--- config.mk ---
export PLATFORM = sky130hd
export DESIGN_NAME = irq_priority_ctrl
export DESIGN_NICKNAME = d
export VERILOG_FILES = /design/src/rtl/irq_pkg.sv /design/src/rtl/priority_encoder8.sv /design/src/rtl/irq_priority_ctrl.sv
export SDC_FILE = /design/constraint.sdc
export NUM_CORES = 1
export LEC_CHECK = 0
export CAP_MARGIN = 25
export CELL_PAD_IN_SITES_DETAIL_PLACEMENT = 1
export CELL_PAD_IN_SITES_GLOBAL_PLACEMENT = 1
export CORE_UTILIZATION = 40
export CTS_BUF_LIST = sky130_fd_sc_hd__clkbuf_4 sky130_fd_sc_hd__clkbuf_8
export DETAILED_ROUTE_END_ITERATION = 10
export PLACE_DENSITY = 0.94
export SYNTH_ARGS = -nofsm -noshare
export SYNTH_HDL_FRONTEND = slang
export SYNTH_SLANG_ARGS = --single-unit
--- constraint.sdc ---
create_clock -name clk -period 2.3 [get_ports clk]
set_input_delay 0.69 -clock clk [delete_from_list [all_inputs] [get_ports clk]]
set_output_delay 0.69 -clock clk [all_outputs]
set_load 0.02 [all_outputs]
--- src/rtl/irq_pkg.sv ---
// Shared definitions for the 8-source vectored interrupt controller:
// FSM state encoding, source-count constants and a one-hot helper.
package irq_pkg;

    localparam int N_SRC = 8;
    localparam int IDX_W = 3;

    // Index reported in the vector when an acknowledge finds nothing eligible.
    localparam logic [IDX_W-1:0] SPURIOUS_IDX = 3'd7;

    typedef enum logic [1:0] {
        IDLE    = 2'd0,
        PEND    = 2'd1,
        SERVICE = 2'd2
    } state_t;

    // One-hot decode of a source index.
    function automatic logic [N_SRC-1:0] onehot(input logic [IDX_W-1:0] idx);
        logic [N_SRC-1:0] v;
        v      = '0;
        v[idx] = 1'b1;
        return v;
    endfunction

endpackage

--- src/rtl/priority_encoder8.sv ---
// Combinational 8-input priority encoder: reports the index of the lowest
// set bit (bit 0 has highest priority) and a valid flag for non-zero input.
module priority_encoder8
    import irq_pkg::*;
(
    input  logic [N_SRC-1:0] req,
    output logic [IDX_W-1:0] idx,
    output logic             valid
);

    // Scan from the top down so the lowest set bit is the last to assign idx.
    always_comb begin
        // NOTE: defaults before the loop keep every path assigned, so no latch is inferred.
        idx   = '0;
        valid = |req;
        for (int i = N_SRC - 1; i >= 0; i--) begin
            if (req[i]) begin
                idx = IDX_W'(i);
            end
        end
    end

endmodule

--- src/rtl/irq_priority_ctrl.sv ---
// 8-source vectored interrupt controller. Latches request edges (or follows
// levels), masks them, resolves fixed priority with source 0 highest, and
// runs a single-level INTA / EOI handshake with the CPU.
module irq_priority_ctrl
    import irq_pkg::*;
#(
    parameter logic [7:0] VEC_BASE  = 8'h20,
    parameter bit         EDGE_TRIG = 1'b1
) (
    input  logic       clk,
    input  logic       rst,
    input  logic [7:0] irq,
    input  logic       mask_we,
    input  logic [7:0] mask_din,
    input  logic       inta,
    input  logic       eoi,
    output logic       int_o,
    output logic [7:0] vector_o,
    output logic       vec_valid_o,
    output logic       spurious_o,
    output logic [7:0] irr_o,
    output logic [7:0] isr_o,
    output logic [7:0] mask_o
);

    logic [N_SRC-1:0] irr;
    logic [N_SRC-1:0] isr;
    logic [N_SRC-1:0] mask;
    logic [N_SRC-1:0] irq_prev;
    state_t           state;

    logic [N_SRC-1:0] eligible;
    logic [N_SRC-1:0] rise;
    logic [N_SRC-1:0] grant_clr;
    logic [IDX_W-1:0] winner;
    logic             win_valid;
    logic             grant;

    // Requests that can compete this cycle; uses the mask as currently held,
    // so a mask write in the same cycle as a grant has not yet taken effect.
    assign eligible = irr & ~mask;
    assign rise     = irq & ~irq_prev;

    priority_encoder8 u_prio (
        .req   (eligible),
        .idx   (winner),
        .valid (win_valid)
    );

    // A grant happens only on an acknowledge in PEND with something eligible.
    assign grant     = (state == PEND) && inta && win_valid;
    assign grant_clr = grant ? onehot(winner) : '0;

    // Request latching: sticky edge capture, or a plain copy of the levels.
    always_ff @(posedge clk or posedge rst) begin
        // NOTE: sequential state uses non-blocking assignments only, so every flop samples pre-edge values.
        if (rst) begin
            irq_prev <= '0;
            irr      <= '0;
        end else begin
            irq_prev <= irq;
            if (EDGE_TRIG) begin
                // The set term is OR-ed in last so a fresh edge beats the grant clear.
                irr <= (irr & ~grant_clr) | rise;
            end else begin
                irr <= irq;
            end
        end
    end

    // Mask register; resets to all sources masked.
    always_ff @(posedge clk or posedge rst) begin
        if (rst) begin
            mask <= '1;
        end else if (mask_we) begin
            mask <= mask_din;
        end
    end

    // Handshake FSM with registered int/vector/strobe outputs and the in-service register.
    always_ff @(posedge clk or posedge rst) begin
        if (rst) begin
            state       <= IDLE;
            isr         <= '0;
            int_o       <= 1'b0;
            vec_valid_o <= 1'b0;
            spurious_o  <= 1'b0;
            vector_o    <= '0;
        end else begin
            // Strobes are single-cycle; vector_o keeps its last value.
            vec_valid_o <= 1'b0;
            spurious_o  <= 1'b0;

            case (state)
                IDLE: begin
                    if (win_valid) begin
                        state <= PEND;
                        int_o <= 1'b1;
                    end else begin
                        int_o <= 1'b0;
                    end
                end

                PEND: begin
                    if (inta && win_valid) begin
                        state       <= SERVICE;
                        isr         <= onehot(winner);
                        int_o       <= 1'b0;
                        vec_valid_o <= 1'b1;
                        vector_o    <= {VEC_BASE[7:3], winner};
                    end else if (inta) begin
                        // Request vanished between int_o and the acknowledge.
                        state       <= IDLE;
                        int_o       <= 1'b0;
                        vec_valid_o <= 1'b1;
                        spurious_o  <= 1'b1;
                        vector_o    <= {VEC_BASE[7:3], SPURIOUS_IDX};
                    end else if (!win_valid) begin
                        // Withdrawn or masked before the CPU acknowledged.
                        state <= IDLE;
                        int_o <= 1'b0;
                    end else begin
                        int_o <= 1'b1;
                    end
                end

                SERVICE: begin
                    int_o <= 1'b0;
                    if (eoi) begin
                        state <= IDLE;
                        isr   <= '0;
                    end
                end

                default: begin
                    state <= IDLE;
                    int_o <= 1'b0;
                    isr   <= '0;
                end
            endcase
        end
    end

    assign irr_o  = irr;
    assign isr_o  = isr;
    assign mask_o = mask;

endmodule

==> impl_summary.txt, run 1 <==
----------------------------------------------------
[Yosys]
  Compound-Gate Fraction of Synth Area ... between 10% and 20%
  Most frequently used cell type in the post-synthesis netlist ... sky130_fd_sc_hd__dfrtp_1
  Commonest register cell after synthesis ... sky130_fd_sc_hd__dfrtp_1
  Main combinational cell family by area after synthesis ... simple AND/OR/NAND/NOR gates
  Number of synthesized register bits ... 41
  Largest area contributor in the netlist ... sky130_fd_sc_hd__dfrtp_1
  Main area contributors after synthesis ... sky130_fd_sc_hd__dfrtp_1 (47%), sky130_fd_sc_hd__dfstp_2 (12%), sky130_fd_sc_hd__mux2_2 (5.1%)
  Xor/xnor share of the synthesized area ... 0%
  Synthesized-area fraction occupied by and/or/nand/nor cells ... between 15 and 20%
  Post-Syn Area per Cell ... approximately 12 sq um
  Number of flops mapped to enable cells by yosys ... 0
  Post-synthesis cell count ... around 140
  Area of the mapped netlist ... 1760 sq um
  Mux contribution to synthesized area ... 5.12%
  Portion of the post-synthesis area used by sequential elements ... between 50% and 60%
  FFs w/ async S/R, synth ... between 90% and 100%
  Warnings from Yosys ... 0
  Number of different library cells in the post-synthesis netlist ... 42
  Top cell types by occurrence after synthesis ... sky130_fd_sc_hd__dfrtp_1 (33), sky130_fd_sc_hd__inv_1 (10), sky130_fd_sc_hd__o21ai_0 (9)
  Post-Synth Adder-Cell Area ... 0%
  Yosys top cell area share ... between 40% and 50%

[Final layout]
  Sequential Area ... just over 1000 sq um
  Fraction of layout cells with a size suffix above 1 ... between 10% and 20%
  Filler instances ... ~430
  Area taken by multi-input logic gates ... around 640 sq um
  Number of diodes added for antenna fixing ... 0
  Final net count ... 220
  Layout overhead on the synthesized area ... 37.8%

[Die]
  Die X ... about 68 um
  Total core area ... between 4000 and 5000 sq um
  Cell Rows ... 23
  Initial standard-cell utilization of the core ... between 40 and 50%
  Height of the chip ... between 60 and 70 um
  Die area ... between 4000 and 5000 sq um
  IO Count ... 56

[Power and ir drop]
  Leakage power summed over all cells ... approximately 1.0 nW
  Maximum vdd drop ... 0.534 mV
  Pwr/cell area ... approximately 960 nW/um^2

[Timing]
  Total count of max-transition violations in the final report ... 0
  Fin crit share ... a little over nine tenths
  Final number of hold-violating endpoints ... 0
  Total setup violations reported at the end of the flow ... 0
  Slew at the pin with the worst max-slew slack ... 522 ps
  Final Skew ... 12.5 ps
  Achievable Freq ... ~460 MHz
  Worst slew margin ... between 60% and 70%
  RSZ-0062 raised after global routing ... no
  Worst Hold Margin ... 433 ps
  Setup TNS ... 0 ps
  Post-route minimum period ... roughly 2200 ps

[Clock network]
  Maximum count of clock buffers along a single path ... 2
  Total of cells resized after clock tree synthesis ... 0
  Number of hold-repair buffers added at the cts stage ... 0
  Clk sinks ... just over 40
  Clock-pin transition on the worst setup and hold timing paths ... approximately 90 ps
  CTS tree ... done
  Clock insertion delay at the later pin of the skew report ... around 300 ps
  Post-CTS setup-driven buffer insertion count ... 0
  Root buffer cell ... sky130_fd_sc_hd__clkbuf_8
  Htree depth ... 2
  Cts bufs inserted ... 5

[Routing]
  Via-per-instance ratio ... around 5.4
  DR vias ... 1340
  DRC violations left ... 0
  Starting DRT DRC Count ... a little over 50
  Count of antenna-violating nets left after detailed routing ... 0
  Total routed wirelength ... between 4 and 5 mm
  Detailed-routing iteration count for the pre-antenna-repair pass ... 4
  Detailed-route wire length per cell ... 18.5 um

[Outcome]
  Status ... finished, final reports clean

[Place]
  Placed wire-length estimate after detailed placement ... between 3 and 4 mm
  Count of buffers from port buffering ... around 50
  Last weighted congestion value of the routability-driven placer ... about 0.85

[Hold path]
  WHS Endpoint ... irr_o[0]
  Hold path startpoint ... irq_prev[0]
  Hold Path Cell Cnt ... 1
  Class of the tightest hold or removal check ... register to register

[Worst setup path]
  CP Depth ... 1
  Crit path DAT ... between 1000 and 1500 ps
  Crit path kind ... register to output pin
  Series of cell instances along the critical path ... clkdlybuf4s50_1
  Slowest cell on the critical path ... sky130_fd_sc_hd__clkdlybuf4s50_1
  Register-to-Register Setup Slack ... 540 ps
  Peak per-stage delay on the critical path ... between 600 and 700 ps
  Endpoint kind of the worst setup timing path ... output pin
  Crit path buffers/inverters ... 1
  Worst path top cell family by delay ... buffers and inverters
  Endpoint of the worst register-to-register path ... isr_o[2]
  Number of cells traversed by the worst register-to-register path ... 4
  Maximum fanout count along the critical path ... 4
  Worst EP required ... 1610 ps
  Nature of the critical path startpoint ... register
  R2R Path Start ... mask_o[7]

[Flow run]
  Max-cap violations ... 0

[Global routing]
  Vias in the first global route ... ~1500
  Initial antenna violation count ... 0
  Remaining global-route overflow ... 0
  Total global-route track usage ... between 20 and 25%
  Wire length of the first global-routing pass ... approximately 7.5 mm
  Maximum number of pins on one net before global-route repair ... 42

----------------------------------------------------
==> state kept, by name (all words and copies together) (netlist names) <==
register	count
int_o	1
mask_o	8
spurious_o	1
vector_o	4
state	2
vec_valid_o	1
irq_prev	8
irr_o	8
isr_o	8
==> placed cells by master, fill, tap and decap left out, drive strengths merged, types with 4 or more instances in the layout <==
cell           count
mux2               8
nor2               5
nor2b              8
a21oi              7
clkbuf             5
dfstp              8
o2bb2ai            7
o21ai             10
dfrtp             33
clkdlybuf4s50     51
conb               4
nand2b             6
inv               12
==> how the worst max path moves through the flow <==
stage | start | to | slack [ps]
final | mask_o[5] | mask_o[5] | 120
after global routing | mask_o[5] | mask_o[5] | 70
after CTS | mask_o[5] | mask_o[5] | 110
after detailed placement | inta | irr_o[3] | 50
after global placement | inta | isr_o[4] | 230
after floorplan | rst | int_o | 680
==> area by class of cell <==
class	count	area share [%]
repair buffers	53	21.7
clock buffers	5	2.84
well taps	50	2.58
multi-input cells	86	26.5
flip-flops and latches	41	42.7
clock inverters	3	1.91
inverters	12	1.86
==> per-layer routing <==
| layer | share of wire, % | track usage (%) | vias up | wire [um] |
|---|---|---|---|---|
| met5 | 0 | 0 | - | 0 |
| met1 | 42 | 27.6 | 671 | 1930 |
| met3 | 4.3 | 4.50 | 9 | 197 |
| met2 | 52 | 38.5 | 50 | 2420 |
| met4 | 2.0 | 8.59 | 0 | 91 |
| li1 | - | - | 610 | - |
==> per-stage QoR <==
step / setup slack [ps] / total power [W] / util (%) / cell area (sq um) / instances
after floorplan: 677 / 0.00141 / - / 1770 / 146
after CTS: 114 / 0.00235 / 59.0 / 2430 / 250
after detailed placement: 53.6 / 0.00176 / 56.2 / 2310 / 242
after global routing: 73.0 / 0.00245 / 59.0 / 2430 / 250
final: 116 / 0.00233 / 59.0 / 2430 / 250
after global placement: 230 / 0.00170 / 56.2 / 2310 / 242
==> power by group <==
part           total (W)  leakage [nW]  internal, W  switching [W]
clock network   0.000582        0.0543     0.000325       0.000258
logic           0.000781         0.521     0.000347       0.000434
registers       0.000964         0.469     0.000857       0.000107
total            0.00233          1.04      0.00153       0.000799
==> cell families after synthesis <==
kind of cell,after synthesis
flops,41
other cells,1
buf+inv,19
simple gates,36
mux,8
compound gates,38
Note: power is estimated with default switching activity, not from simulation.
==> run 2, diff against run 1 <==
Settings changed: CTS_CLUSTER_DIAMETER set to 200.
==> results of run 2 <==
The final DEF is identical to that of run 1; final timing and power are the same.
==> run 3, diff against run 2 <==
Settings changed: CAP_MARGIN 25 to 30, MAX_ROUTING_LAYER set to met4, PLACE_DENSITY 0.94 to unset, PLACE_DENSITY_LB_ADDON set to 0.1.
==> run 3 against run 2 <==
  * Die area did not move
  * Critical endpoint unchanged
  * Combinational power barely moved
  * Power fell by 4.6%
  * Final area fell by 0.41%
  * Flip-flop and latch count did not move
  * Sequential share of layout area rose by 0.18 points
  * Wire length fell by 4.4%
  * First-iteration DRC count fell by 41%
  * Highest routed layer unchanged
  * Critical path type unchanged
==> impl_summary.txt, run 3 (synthesis gave the netlist of run 1 again) <==
----------------------------------------------------
[Worst setup path]
  Crit path buffers/inverters ... 1
  R2R Path Start ... mask_o[7]
  Endpoint kind of the worst setup timing path ... output pin
  Register-to-Register Setup Slack ... around 520 ps
  Maximum fanout count along the critical path ... 4
  Peak per-stage delay on the critical path ... about 620 ps
  Slowest cell on the critical path ... sky130_fd_sc_hd__clkdlybuf4s50_1
  Worst path top cell family by delay ... buffers and inverters
  Crit path DAT ... 1480 ps
  Endpoint of the worst register-to-register path ... isr_o[2]
  Worst EP required ... between 1500 and 2000 ps
  Nature of the critical path startpoint ... register
  Crit path launch ... mask_o[5]
  Series of cell instances along the critical path ... clkdlybuf4s50_1
  Number of cells traversed by the worst register-to-register path ... 4
  CP Depth ... 1
  Crit path kind ... register to output pin
  Setup crit end ... mask_o[5]

[Power and ir drop]
  Sequential group share of total power ... 43.2%
  Pwr/cell area ... just over 900 nW/um^2
  Switching pwr ... about 0.00076 W
  Clk network pwr share ... a little over a fifth
  Part of the total power dissipated in combinational logic ... a little over a third
  Leakage power summed over all cells ... between 1 and 1.5 nW
  Switching portion of total power ... roughly 34%
  P_int ... roughly 0.0015 W
  Maximum vdd drop ... roughly 0.42 mV
  Power after layout ... about 0.0022 W

[Die]
  Initial standard-cell utilization of the core ... 42.8%
  Cell Rows ... 23
  Die X ... 68.3 um
  Total core area ... a little over 4000 sq um
  IO Count ... 56
  Height of the chip ... just under 70 um
  Die area ... between 4000 and 5000 sq um

[Final layout]
  Fraction of layout cells with a size suffix above 1 ... about a fifth
  Number of diodes added for antenna fixing ... 0
  Layout overhead on the synthesized area ... 37.2%
  Filler instances ... between 400 and 500
  Most frequent cells in the layout ... sky130_fd_sc_hd__clkdlybuf4s50_1 (51), sky130_fd_sc_hd__dfrtp_1 (33), sky130_fd_sc_hd__inv_1 (10), sky130_fd_sc_hd__o21ai_0 (9)
  Final net count ... ~220
  Area taken by multi-input logic gates ... about 640 sq um
  Most frequent standard cell in the layout excluding fill and tap cells ... sky130_fd_sc_hd__clkdlybuf4s50_1
  Sequential Area ... around 1000 sq um

[Routing]
  Detailed-routing iteration count for the pre-antenna-repair pass ... 3
  DRC violations left ... 0
  Detailed-route wire length per cell ... 17.6 um
  Count of antenna-violating nets left after detailed routing ... 0
  Starting DRT DRC Count ... 30
  Via-per-instance ratio ... 5.21
  Total routed wirelength ... 4.43 mm
  DR vias ... 1308

[Hold path]
  Class of the tightest hold or removal check ... register to register

[Timing]
  Final Skew ... 4.76 ps
  Final number of hold-violating endpoints ... 0
  Achievable Freq ... 461 MHz
  Fin crit share ... about 94%
  Worst slew margin ... between 60% and 70%
  Slew at the pin with the worst max-slew slack ... about 520 ps
  Total setup violations reported at the end of the flow ... 0
  Total count of max-transition violations in the final report ... 0
  Setup TNS ... 0 ps
  RSZ-0062 raised after global routing ... no
  Post-route minimum period ... 2170 ps

[Clock network]
  Clock-pin transition on the worst setup and hold timing paths ... 70 ps
  Htree depth ... 2
  Cts bufs inserted ... 5
  CTS tree ... done
  Clk sinks ... 41
  Root buffer cell ... sky130_fd_sc_hd__clkbuf_8
  Clock insertion delay at the later pin of the skew report ... about 290 ps
  Number of hold-repair buffers added at the cts stage ... 0
  Maximum count of clock buffers along a single path ... 2
  Total of cells resized after clock tree synthesis ... 0
  Post-CTS setup-driven buffer insertion count ... 0

[Flow run]
  Max-cap violations ... 0

[Global routing]
  Wire length of the first global-routing pass ... 7.31 mm
  Total global-route track usage ... 22.8%
  Vias in the first global route ... about 1400
  Remaining global-route overflow ... 0
  Initial antenna violation count ... 0
  Maximum number of pins on one net before global-route repair ... between 40 and 50

[Place]
  Placed wire-length estimate after detailed placement ... ~3.3 mm
  Last weighted congestion value of the routability-driven placer ... 0.771
  Count of buffers from port buffering ... a little over 50

[Outcome]
  Status ... finished, final reports clean

----------------------------------------------------
-- run 3: worst min path at each step --
| stage | from | end | slack (ps) | depth (start not counted) |
|---|---|---|---|---|
| after floorplan | irq_prev[0] | irr_o[0] | 400 | 1 |
| after global placement | irq_prev[0] | irr_o[0] | 410 | 1 |
| after detailed placement | irq_prev[0] | irr_o[0] | 430 | 1 |
| after CTS | irq_prev[0] | irr_o[0] | 440 | 1 |
| after global routing | irq_prev[1] | irr_o[1] | 460 | 1 |
| final | irq_prev[1] | irr_o[1] | 440 | 1 |
-- run 3: final cells by class --
class	count	share of cell area (%)
sequential	41	42.9
clock buffer	7	3.73
tap	50	2.59
timing repair buffer	55	22.4
inverter	12	1.86
multi-input combinational	86	26.6
-- run 3: power by group through the flow --
stage	logic (W)	registers (W)	clock network (W)
after floorplan	0.000329	0.00108	0
after global placement	0.000761	0.000961	0
after detailed placement	0.000783	0.000973	0
after CTS	0.000795	0.000962	0.000499
after global routing	0.000851	0.000977	0.000529
final	0.000783	0.000959	0.000479
-- run 3: per-layer routing --
layer  part of all wire [%]  GRT usage, %  routed length [um]  vias up
met4                    1.2          8.59                  55        0
met1                     41          26.8                1830      653
met5                      0             -                   0        -
li1                       -             -                   -      614
met3                    4.6          4.50                 202        5
met2                     53          38.4                2340       36
-- run 3: per-stage QoR --
step / hold WS, ps / utilization, % / instances / cell area, sq um / setup slack [ps]
2_1_floorplan: 400 / - / 146 / 1770 / 677
3_3_place_gp: 407 / 56.5 / 244 / 2330 / 196
3_5_place_dp: 430 / 56.5 / 244 / 2330 / 67.7
4_1_cts: 440 / 58.7 / 251 / 2420 / 102
5_1_grt: 455 / 58.7 / 251 / 2420 / 82.9
6_report: 439 / 58.7 / 251 / 2420 / 129
